`config.mk`:
```
export PLATFORM = sky130hd
export DESIGN_NAME = stage_wb
export DESIGN_NICKNAME = d
export VERILOG_FILES = /design/src/rtl/stage_wb_pkg.sv /design/src/rtl/stage_wb_load_align.sv /design/src/rtl/stage_wb.sv
export SDC_FILE = /design/constraint.sdc
export NUM_CORES = 1
export LEC_CHECK = 0
export CORE_MARGIN = 4
export CORE_UTILIZATION = 30
export CTS_CLUSTER_SIZE = 14
export DETAILED_ROUTE_END_ITERATION = 10
export GPL_TIMING_DRIVEN = 1
export PLACE_DENSITY = 0.62
export SETUP_SLACK_MARGIN = 0.3
export SYNTH_ARGS = -nofsm -noshare
export SYNTH_HDL_FRONTEND = slang
export SYNTH_SLANG_ARGS = --single-unit
```
`constraint.sdc`:
```
create_clock -name clk -period 3.8 [get_ports clk]
set_input_delay 0.57 -clock clk [delete_from_list [all_inputs] [get_ports clk]]
set_output_delay 0.57 -clock clk [all_outputs]
set_load 0.05 [all_outputs]
```
`src/rtl/stage_wb_pkg.sv`:
```
// Shared constants and types for the write-back stage.
package stage_wb_pkg;

  // Load funct3 encodings
  localparam logic [2:0] F3_LB  = 3'b000;
  localparam logic [2:0] F3_LH  = 3'b001;
  localparam logic [2:0] F3_LW  = 3'b010;
  localparam logic [2:0] F3_LBU = 3'b100;
  localparam logic [2:0] F3_LHU = 3'b101;

  // Store funct3 encodings
  localparam logic [2:0] F3_SB  = 3'b000;
  localparam logic [2:0] F3_SH  = 3'b001;
  localparam logic [2:0] F3_SW  = 3'b010;

  // Control fields carried in the MEM/WB register
  typedef struct packed {
    logic       mem_read;
    logic [2:0] func3;
    logic [4:0] rd;
    logic       reg_write;
  } wb_ctrl_t;

endpackage

```
`src/rtl/stage_wb_load_align.sv`:
```
// Load alignment: picks byte/halfword/word from the raw dmem word and extends it.
module load_align
  import stage_wb_pkg::*;
#(
  parameter int XLEN = 32
) (
  input  logic [XLEN-1:0] raw_i,
  input  logic [1:0]      off_i,
  input  logic [2:0]      func3_i,
  output logic [XLEN-1:0] aligned_o
);

  logic [7:0]  byte_w;
  logic [15:0] half_w;

  // Halfwords are selected by off[1] only, matching store alignment.
  assign byte_w = raw_i[{off_i, 3'b000} +: 8];
  assign half_w = raw_i[{off_i[1], 4'b0000} +: 16];

  // Extend the selected field according to the load type; unknown codes give 0.
  always_comb begin
    aligned_o = '0;
    case (func3_i)
      F3_LB:   aligned_o = {{(XLEN-8){byte_w[7]}}, byte_w};
      F3_LBU:  aligned_o = {{(XLEN-8){1'b0}}, byte_w};
      F3_LH:   aligned_o = {{(XLEN-16){half_w[15]}}, half_w};
      F3_LHU:  aligned_o = {{(XLEN-16){1'b0}}, half_w};
      F3_LW:   aligned_o = raw_i;
      default: aligned_o = '0;
    endcase
  end

endmodule

```
`src/rtl/stage_wb.sv`:
```
// Write-back stage: MEM/WB register, load-data hold buffer, result select,
// register-file write port and retired-instruction counter.
module stage_wb
  import stage_wb_pkg::*;
#(
  parameter int XLEN      = 32,
  parameter int INSTRET_W = 64
) (
  input  logic                 clk,
  input  logic                 rstn,
  input  logic                 me_valid,
  input  logic [XLEN-1:0]      me_alu_o,
  input  logic                 me_mem_read,
  input  logic [2:0]           me_func3_code,
  input  logic [4:0]           me_rd_addr,
  input  logic                 me_reg_write,
  input  logic [XLEN-1:0]      me_mem_data,
  input  logic                 wb_stall,
  input  logic                 wb_flush,
  output logic                 w_regs_en,
  output logic [4:0]           w_regs_addr,
  output logic [XLEN-1:0]      w_regs_data,
  output logic                 wb_busy,
  output logic [INSTRET_W-1:0] wb_instret
);

  logic                 wb_valid_q;
  logic [XLEN-1:0]      wb_alu_q;
  wb_ctrl_t             wb_ctrl_q;
  logic                 hold_vld_q;
  logic [XLEN-1:0]      hold_q;
  logic [INSTRET_W-1:0] instret_q, instret_d;
  logic [XLEN-1:0]      raw_w, aligned_w;
  logic                 retire_w;

  // MEM/WB register; a stall freezes everything, flush only kills the incoming valid.
  always_ff @(posedge clk) begin
    if (!rstn) begin
      wb_valid_q <= 1'b0;
      wb_alu_q   <= '0;
      wb_ctrl_q  <= '0;
    end else if (!wb_stall) begin
      wb_valid_q <= me_valid & ~wb_flush;
      wb_alu_q   <= me_alu_o;
      wb_ctrl_q  <= '{mem_read:  me_mem_read,
                      func3:     me_func3_code,
                      rd:        me_rd_addr,
                      reg_write: me_reg_write};
    end
  end

  // Dmem data is only valid in the first WB cycle, so capture it when a stall begins.
  always_ff @(posedge clk) begin
    if (!rstn) begin
      hold_vld_q <= 1'b0;
      hold_q     <= '0;
    end else if (wb_stall && !hold_vld_q) begin
      hold_vld_q <= 1'b1;
      hold_q     <= me_mem_data;
    end else if (!wb_stall) begin
      hold_vld_q <= 1'b0;
    end
  end

  assign raw_w = hold_vld_q ? hold_q : me_mem_data;

  load_align #(.XLEN(XLEN)) u_align (
    .raw_i     (raw_w),
    .off_i     (wb_alu_q[1:0]),
    .func3_i   (wb_ctrl_q.func3),
    .aligned_o (aligned_w)
  );

  // An instruction retires on the one cycle it leaves WB unstalled.
  assign retire_w    = wb_valid_q & ~wb_stall;
  assign w_regs_en   = retire_w & wb_ctrl_q.reg_write & (wb_ctrl_q.rd != 5'd0);
  assign w_regs_addr = wb_ctrl_q.rd;
  assign w_regs_data = wb_ctrl_q.mem_read ? aligned_w : wb_alu_q;
  assign wb_busy     = wb_valid_q;
  assign wb_instret  = instret_q;

  assign instret_d = instret_q + {{(INSTRET_W-1){1'b0}}, 1'b1};

  // Retired-instruction counter, wraps naturally.
  always_ff @(posedge clk) begin
    if (!rstn)         instret_q <= '0;
    else if (retire_w) instret_q <= instret_d;
  end

endmodule

```
Word level (Yosys, flattened, before mapping)
Cells that the tools add are included.
{"block": "totals", "out_inout_bits": 103, "reg_bits": 140, "wordCells": 32, "input_bits": 79}
{"block": "op_classes", "n_eq_ne": 5, "mux": 5, "add_sub_neg": 1, "n_reduce_logical": 4, "shifts": 2, "bitwise_logic": 6}
{"op": "$pmux W32 S5", "n": 1}
{"op": "$add A64 B1 Y64 const B", "n": 1}
{"op": "$mux W32", "n": 2}
{"op": "$shiftx A32 B6 Y16", "n": 1}
{"op": "$shiftx A32 B6 Y8", "n": 1}
{"op": "$eq A3 B3 Y1 const B", "n": 2}
{"op": "$reduce_bool A5 Y1", "n": 1}
{"op": "$and A1 B1 Y1", "n": 4}
{"op": "$eq A3 B1 Y1 const B", "n": 1}
{"op": "$eq A3 B2 Y1 const B", "n": 1}
{"op": "$logic_not A3 Y1", "n": 1}
{"op": "$mux W1", "n": 2}
{"op": "$ne A2 B1 Y1 const B", "n": 1}
{"op": "$not A1 Y1", "n": 2}
{"op": "$logic_and A1 B1 Y1", "n": 1}
{"op": "$logic_not A1 Y1", "n": 1}

Depth between registers and ports, before layout
Gate-level depths: netlist of the first run.
{"block": "logic_depth", "ltp_word": 4, "ltp_mapped": 7, "mapped_depth_nobuf": 6}

Cells and area by module
A second synthesis of the first run with hierarchy kept.
{"block": "hier_totals", "hier_cells": 833, "area_unflattened_um2": 7554.7}
{"mod": "stage_wb", "area_each_um2": 6769.0, "n_inst": 1, "seq_area_each_um2": 2802.7, "cells_each": 724}
{"mod": "load_align", "area_each_um2": 785.8, "n_inst": 1, "seq_area_each_um2": 0.0, "cells_each": 109}

Least setup slack after synthesis of the first run
Ideal clock, no wire load.
{"block": "synth_timing", "path_kind": "input -> output", "startpoint": "input port me_mem_data[31]", "endpoint": "output port w_regs_data[19]", "setup_slack_ns": 0.724, "arrival_time_ns": 2.506, "n_path_buf": 1, "stages": 6, "path_cell_list": "mux4_2 -> nor2_1 -> o31ai_1 -> buf_2 -> nor2_1 -> o22ai_1"}
{"block": "synth_between", "elab_chain_cells": 4, "elab_cells_between_ends": 5, "classes_between": "2 x shift; 3 x mux"}
{"item": "start, declared", "line": "stage_wb.sv:17", "source": "input logic [XLEN-1:0] me_mem_data,"}
{"item": "$mux W32 *", "line": "stage_wb.sv:65", "source": "assign raw_w = hold_vld_q ? hold_q : me_mem_data;"}
{"item": "$shiftx A32 B6 Y16 or $shiftx A32 B6 Y8 (tied branches)", "line": "stage_wb_load_align.sv:18, stage_wb_load_align.sv:17"}
{"item": "$pmux W32 S5 *", "line": "stage_wb_load_align.sv:23", "source": "case (func3_i)"}
{"item": "$mux W32 *", "line": "stage_wb.sv:78", "source": "assign w_regs_data = wb_ctrl_q.mem_read ? aligned_w : wb_alu_q;"}
{"item": "end, declared", "line": "stage_wb.sv:22", "source": "output logic [XLEN-1:0] w_regs_data,"}
Every way passes the cells marked *; elsewhere a longest branch is shown, timed or not.

Worst setup path after layout of the first run
{"block": "layout_timing", "startpoint": "register hold_vld_q", "endpoint": "output port w_regs_data[10]"}
{"block": "layout_between", "elab_chain_cells": 4, "elab_cells_between_ends": 5, "classes_between": "2 x shift; 3 x mux"}
{"item": "start, declared", "line": "stage_wb.sv:30", "source": "logic hold_vld_q;"}
{"item": "start signal, assigned", "line": "stage_wb.sv:55", "source": "hold_vld_q <= 1'b0;"}
{"item": "start signal, assigned", "line": "stage_wb.sv:58", "source": "hold_vld_q <= 1'b1;"}
{"item": "start signal, assigned", "line": "stage_wb.sv:61", "source": "hold_vld_q <= 1'b0;"}
{"item": "$mux W32 *", "line": "stage_wb.sv:65"}
{"item": "$shiftx A32 B6 Y16 or $shiftx A32 B6 Y8 (tied branches)", "line": "stage_wb_load_align.sv:18, stage_wb_load_align.sv:17"}
{"item": "$pmux W32 S5 *", "line": "stage_wb_load_align.sv:23"}
{"item": "$mux W32 *", "line": "stage_wb.sv:78"}
Marked as above.

==> results of run 1 <==
## tightest hold or removal path: stages, from the launching register on
cell	delay, ns
dfxtp_1	0.31
nand2_1	0.05
a21oi_1	0.05
## cell type report
cell class | count | share of cell area
Clock buffer | 19 | 0.0444
Inverter | 39 | 0.0149
Timing Repair Buffer | 196 | 0.224
Sequential cell | 140 | 0.281
Multi-Input combinational cell | 626 | 0.376
Clock inverter | 13 | 0.0239
Tap cell | 285 | 0.0357
## kinds of logic after synthesis
logic type	after synthesis	share of synthesized area
muxes	80	0.120
xor gates and xnor gates	32	0.0405
buffers and inverters	93	0.0553
and+or+nand+nor	356	0.248
adders and majority gates	1	0.00181
AOI/OAI and AO/OA	157	0.130
DFF	140	0.405
## flip-flops by register name, indices dropped and copies added (netlist names)
name	count
w_regs_addr	5
wb_alu_q	32
wb_busy	1
wb_ctrl_q	5
hold_vld_q	1
wb_instret	64
hold_q	32
## through the flow
step,area (sq um),cells,hold slack (ns)
2_1_floorplan,6930,859,0.433
3_3_place_gp,9300,1286,0.439
3_5_place_dp,9300,1286,0.446
4_1_cts,9980,1318,0.455
5_1_grt,9980,1318,0.474
6_report,9980,1318,0.454
## report_power, final
group,internal [mW],total [mW],switching (mW)
Clock,1.26,1.92,0.669
Combinational,0.319,0.706,0.388
Sequential,1.51,1.55,0.0320
Total,3.09,4.18,1.09
## worst max-delay path by stage
stage	endpoint	slack (ns)	cells past startpoint
finish	w_regs_data[10]	0.44	6
global route	w_regs_data[15]	0.31	6
CTS	w_regs_data[15]	0.31	7
detailed placement	w_regs_data[15]	0.34	7
global placement	w_regs_data[15]	0.34	7
floorplan	w_regs_data[19]	0.72	6
## per-layer routing
layer / vias up / GRT usage / wire, microns
li1: 3319 / - / -
met1: 3127 / 0.229 / 10100
met2: 234 / 0.265 / 10100
met3: 24 / 0.0563 / 1620
met4: 2 / 0.0426 / 277
met5: - / 0 / 14
## placed cells by master, fill, tap and decap left out, types with 7 or more instances in the layout
cell             count
nand2_1             88
clkdlybuf4s50_1    148
inv_1               38
a221oi_1             8
buf_4               15
or3_1               26
clkbuf_16           17
buf_12              32
a21oi_1             73
nand4_1             28
xor2_1              25
mux2i_1             65
o21ai_0             27
o22ai_1             31
nand3_1             31
xnor2_1              7
nor2_1             137
dfxtp_1            139
mux2_2              14
a211oi_1             7
==> impl_metrics.ini, run 1 <==
[status]
status = finished clean

[worst_setup_path]
start_kind = flip-flop
cp_slowest_stage_delay_ns = 0.52
r2r-start = wb_instret[4]
path_cells = buf_4, mux2i_1, a21oi_1, a221oi_1, o22ai_1, buf_12
path_max_fanout = 26
cp_data_arrival_time_ns = 2.79
crit_buf_inv = 2
worstSetupStartpoint = hold_vld_q
reg2reg_slack_ns = 1.35
end_kind = primary output
cp_top_family = compound AO/OA/AOI/OAI gates
crit_slowest_cell = dfxtp_2
r2r_end = wb_instret[53]
rr_worst_depth = 6
cp.required_ns = 3.23
crit_type = flip-flop to primary output

[timing]
fmax_ghz = 0.298
hold_viol = 0
setup_viol = 0
finalSetupTns_ns = 0
drv_slew = 0
slew_headroom = 0.463
setup_slack_ns = 0.439
worstMarginPinSlew_ns = 0.802
fin_crit_ns = 3.36
timing.final.crit_share = 0.884
clock_skew_ns = 0.0120
rsz0062_at_grt = no

[floorplanning]
die_height_microns = 160
num_rows = 55
core_area_sq_um = 22700
dieWidth_microns = 160
dieArea_sq_um = 25600
start_util = 0.305
num_io_pins = 182

[clock_network]
clk_path_buf_depth = 2
holdBufCountCts = 0
ctsResizeCount = 0
cts_sinks = 140
clock_latency_ns = 0.42
path_clk_slew_ns = 0.06
post-cts-setup-buffer-count = 0
h-tree-depth = 4
clk_root_buffer_cell = clkbuf_16
cts_buffers = 17
cts_tree = yes

[worst_hold_path]
holdPathEnd = hold_q[6]
holdPathStages = 2
hp-class = flip-flop to flip-flop
worstHoldStart = hold_q[6]

[cells_and_area]
finalCoreUtilization = 0.440
diodes = 0
register_area_sq_um = 2800
nNetsFinal = 1100
syn2layout_area_growth_pct = 44.1
nFillCells = 2253
multi_input_area_sq_um = 3750
drive_gt1_frac = 0.105

[pwr]
p_total_mw = 4.18
ir_drop_v = 0.000262
powerDensity_nw_per_um2 = 418
p_leak_nw = 3.63

[synthesis]
synth_top_area_share = 0.405
synth_edf_count = 0
syn-num-nets = 939
synth_cells = 859
synth_seq_cells = 140
synth_commonest_cells = dfxtp_1, nor2_1, nand2_1
synth_area_per_cell_sq_um = 8.06
ys_types = 46
ys_warn_count = 0
yosysSeqAreaShare = 0.405
synth_largest_area_cell = dfxtp_1
post-synth-top-count-cell = dfxtp_1
netlist_area_sq_um = 6930
synth.area.top_cells = dfxtp_1, mux2i_1, nor2_1
synthArstFlopShare = 0
synth_flop_cell = dfxtp_1

[placed_design]
hpwl_mm = 15.9
place_ws_ns = 0.341
place.gp.congestion = 0.862
port_buffers = 181

[route]
drc_errors = 0
drt_iter0_drc = 441
ant_nets = 0
routed_wirelength_mm = 22.2
dr.pass1.iters = 5
vias = 6706
routedWlPerCell_microns = 16.8
vias_per_cell = 5.09

[grt]
grt_usage = 0.170
antenna_found_initial = 1
grt_pass1_vias = 6371
overflow = 0
grt_first_pass_wirelength_mm = 35.4
grt_max_degree = 69

[job]
drv_cap = 0
(Power assumes the default switching activity.)
==> run 2, diff against run 1 <==
- ABC_AREA: unset -> 1
- PLACE_DENSITY: 0.62 -> 0.61
==> run 2 against run 1 <==
Effect of this change:
- clock-buffer cell count is 2 lower
- global-route usage rose by 1.9 points
- critical endpoint is now w_regs_data[12]
- clock power is 10% lower
- critical path depth up 5
- non-clock buffer count shrank 1
- highest routed layer unchanged
- cell count grew 35%
- sequential share of layout area shrank 1.1 points
- design area is 3.9% higher
==> impl_metrics.ini, run 2 <==
[status]
status = finished clean

[grt]
overflow = 0
grt_max_degree = 79
grt_first_pass_wirelength_mm = 42.8
grt_pass1_vias = 7863
grt_usage = 0.189
antenna_found_initial = 1

[timing]
hold_ws_ns = 0.445
timing.final.crit_share = 0.879
slew_headroom = 0.270
drv_slew = 0
fmax_ghz = 0.299
rsz0062_at_grt = yes
finalSetupTns_ns = 0
worstMarginPinSlew_ns = 1.09
fin_crit_ns = 3.34
setup_slack_ns = 0.461
hold_viol = 0
setup_viol = 0
clock_skew_ns = 0.0148

[job]
drv_cap = 0

[worst_hold_path]
hp-class = flip-flop to flip-flop
worstHoldStart = wb_alu_q[26]
holdPathEnd = wb_alu_q[26]
holdPathStages = 2

[synthesis]
synth_flop_cell = dfxtp_1
synth_area_per_cell_sq_um = 6.10
post-synth-top-count-cell = nand2_1
syn-num-nets = 1351
ys_types = 36
netlist_area_sq_um = 7750
synth.area.top_cells = dfxtp_1, nand2_1, nor2_1
synth_top_area_share = 0.362
yosysSeqAreaShare = 0.362
synth_edf_count = 0
synthArstFlopShare = 0
synth_cells = 1271
ys_warn_count = 0
synth_seq_cells = 140
synth_commonest_cells = nand2_1, nor2_1, dfxtp_1
synth_largest_area_cell = dfxtp_1

[cells_and_area]
nNetsFinal = 1511
most-common-layout-cells = nand2_1, nor2_1, clkdlybuf4s50_1
largest_reg_flops = 64
diodes = 0
final_common_cell = nand2_1
drive_gt1_frac = 0.0637
syn2layout_area_growth_pct = 33.9

[clock_network]
post-cts-setup-buffer-count = 0
h-tree-depth = 4
cts_buffers = 17
path_clk_slew_ns = 0.07
holdBufCountCts = 0
clk_root_buffer_cell = clkbuf_16
cts_sinks = 140
cts_tree = yes
clock_latency_ns = 0.44
clk_path_buf_depth = 2

[floorplanning]
num_rows = 58
dieArea_sq_um = 28500
num_io_pins = 182
core_area_sq_um = 25300
start_util = 0.306
die_height_microns = 169
dieWidth_microns = 169

[worst_setup_path]
start_kind = flip-flop
r2r-start = wb_instret[1]
rr_worst_depth = 10
path_max_fanout = 24
crit_type = flip-flop to primary output
end_kind = primary output
r2r_end = wb_instret[58]
reg2reg_slack_ns = 1.83
cp_data_arrival_time_ns = 2.77
cp.required_ns = 3.23

[placed_design]
place.gp.congestion = 0.896
port_buffers = 181
place_ws_ns = 0.368
hpwl_mm = 20.3

[route]
drt_iter0_drc = 759
drc_errors = 0
routedWlPerCell_microns = 15.4
vias_per_cell = 4.76
dr.pass1.iters = 5
ant_nets = 0
routed_wirelength_mm = 27.4
vias = 8439

[pwr]
p_leak_nw = 4.34
p_total_mw = 3.87
powerDensity_nw_per_um2 = 373
ir_drop_v = 0.000256
==> run 2: cell count changes after synthesis, moves of 14 or more <==
cell	change
or3_1	-26
nand2_1	+443
mux2_2	-14
o22ai_1	-31
mux2i_1	-65
o211ai_1	+20
nand4_1	-16
o21ai_0	+20
inv_1	+57
a21oi_1	-27
nor2_1	+35
nand3_1	+45
==> run 2: final cells by class <==
type                            instances  area, sq um
Fill cell                            2640        14900
Multi-Input combinational cell        975         4310
Sequential cell                       140         2800
Timing Repair Buffer                  195         1870
Clock buffer                           17          425
Tap cell                              330          413
Inverter                              102          383
Clock inverter                         15          173
==> run 2: critical path, stage by stage, from the launching register on <==
cell           delay [ns]
dfxtp_1              0.43
inv_2                0.33
nand2_1              0.07
and2_1               0.16
nand2_1              0.11
nand3_1              0.09
nand2_2              0.10
nand3_4              0.23
nand2_1              0.14
nand2_1              0.06
nand2_1              0.06
dlygate4sd2_1        0.53
==> run 2: timing repair <==
action                                 CTS  global route
pin swaps                                0             0
gates resized for setup                  9            19
endpoints found under the hold margin    0             0
setup endpoints to repair                9            23
==> run 2: cells by family after synthesis <==
family | count (synthesis) | share of synthesized area
xor+xnor | 24 | 0.0271
buf+inv | 156 | 0.0830
flops | 140 | 0.362
compound gates | 121 | 0.0875
fa+ha+maj | 1 | 0.00161
simple gates | 829 | 0.439
==> run 2: through the flow <==
stage | cell area [sq um] | utilization | std cells
final | 10400 | 0.410 | 1774
after global routing | 10400 | 0.410 | 1774
after CTS | 10400 | 0.410 | 1774
after detailed placement | 9790 | 0.386 | 1742
after global placement | 9790 | 0.386 | 1742
after floorplan | 7750 | - | 1271
==> run 2: per-layer routing <==
metal  GRT usage  vias to the layer above  routed length, microns
met3      0.0437                       34                    1860
met4      0.0515                        2                     493
met5           0                        -                      13
met1       0.252                     3834                   12100
li1            -                     4280                       -
met2       0.307                      289                   12900
==> run 2: how the worst max path moves through the flow <==
stage / startpoint / endpoint / depth (start not counted)
2_1_floorplan: me_mem_data[15] / w_regs_data[21] / 10
3_3_place_gp: me_mem_data[23] / w_regs_data[8] / 12
3_5_place_dp: me_mem_data[23] / w_regs_data[10] / 12
4_1_cts: hold_vld_q / w_regs_data[4] / 9
5_1_grt: hold_vld_q / w_regs_data[14] / 12
6_report: hold_vld_q / w_regs_data[12] / 11
==> run 2: report_power, final <==
part	leakage, nW	switching, mW	internal [mW]	total (mW)
combinational	2.90	0.401	0.210	0.611
sequential	1.14	0.0276	1.52	1.54
clock	0.296	0.777	0.942	1.72
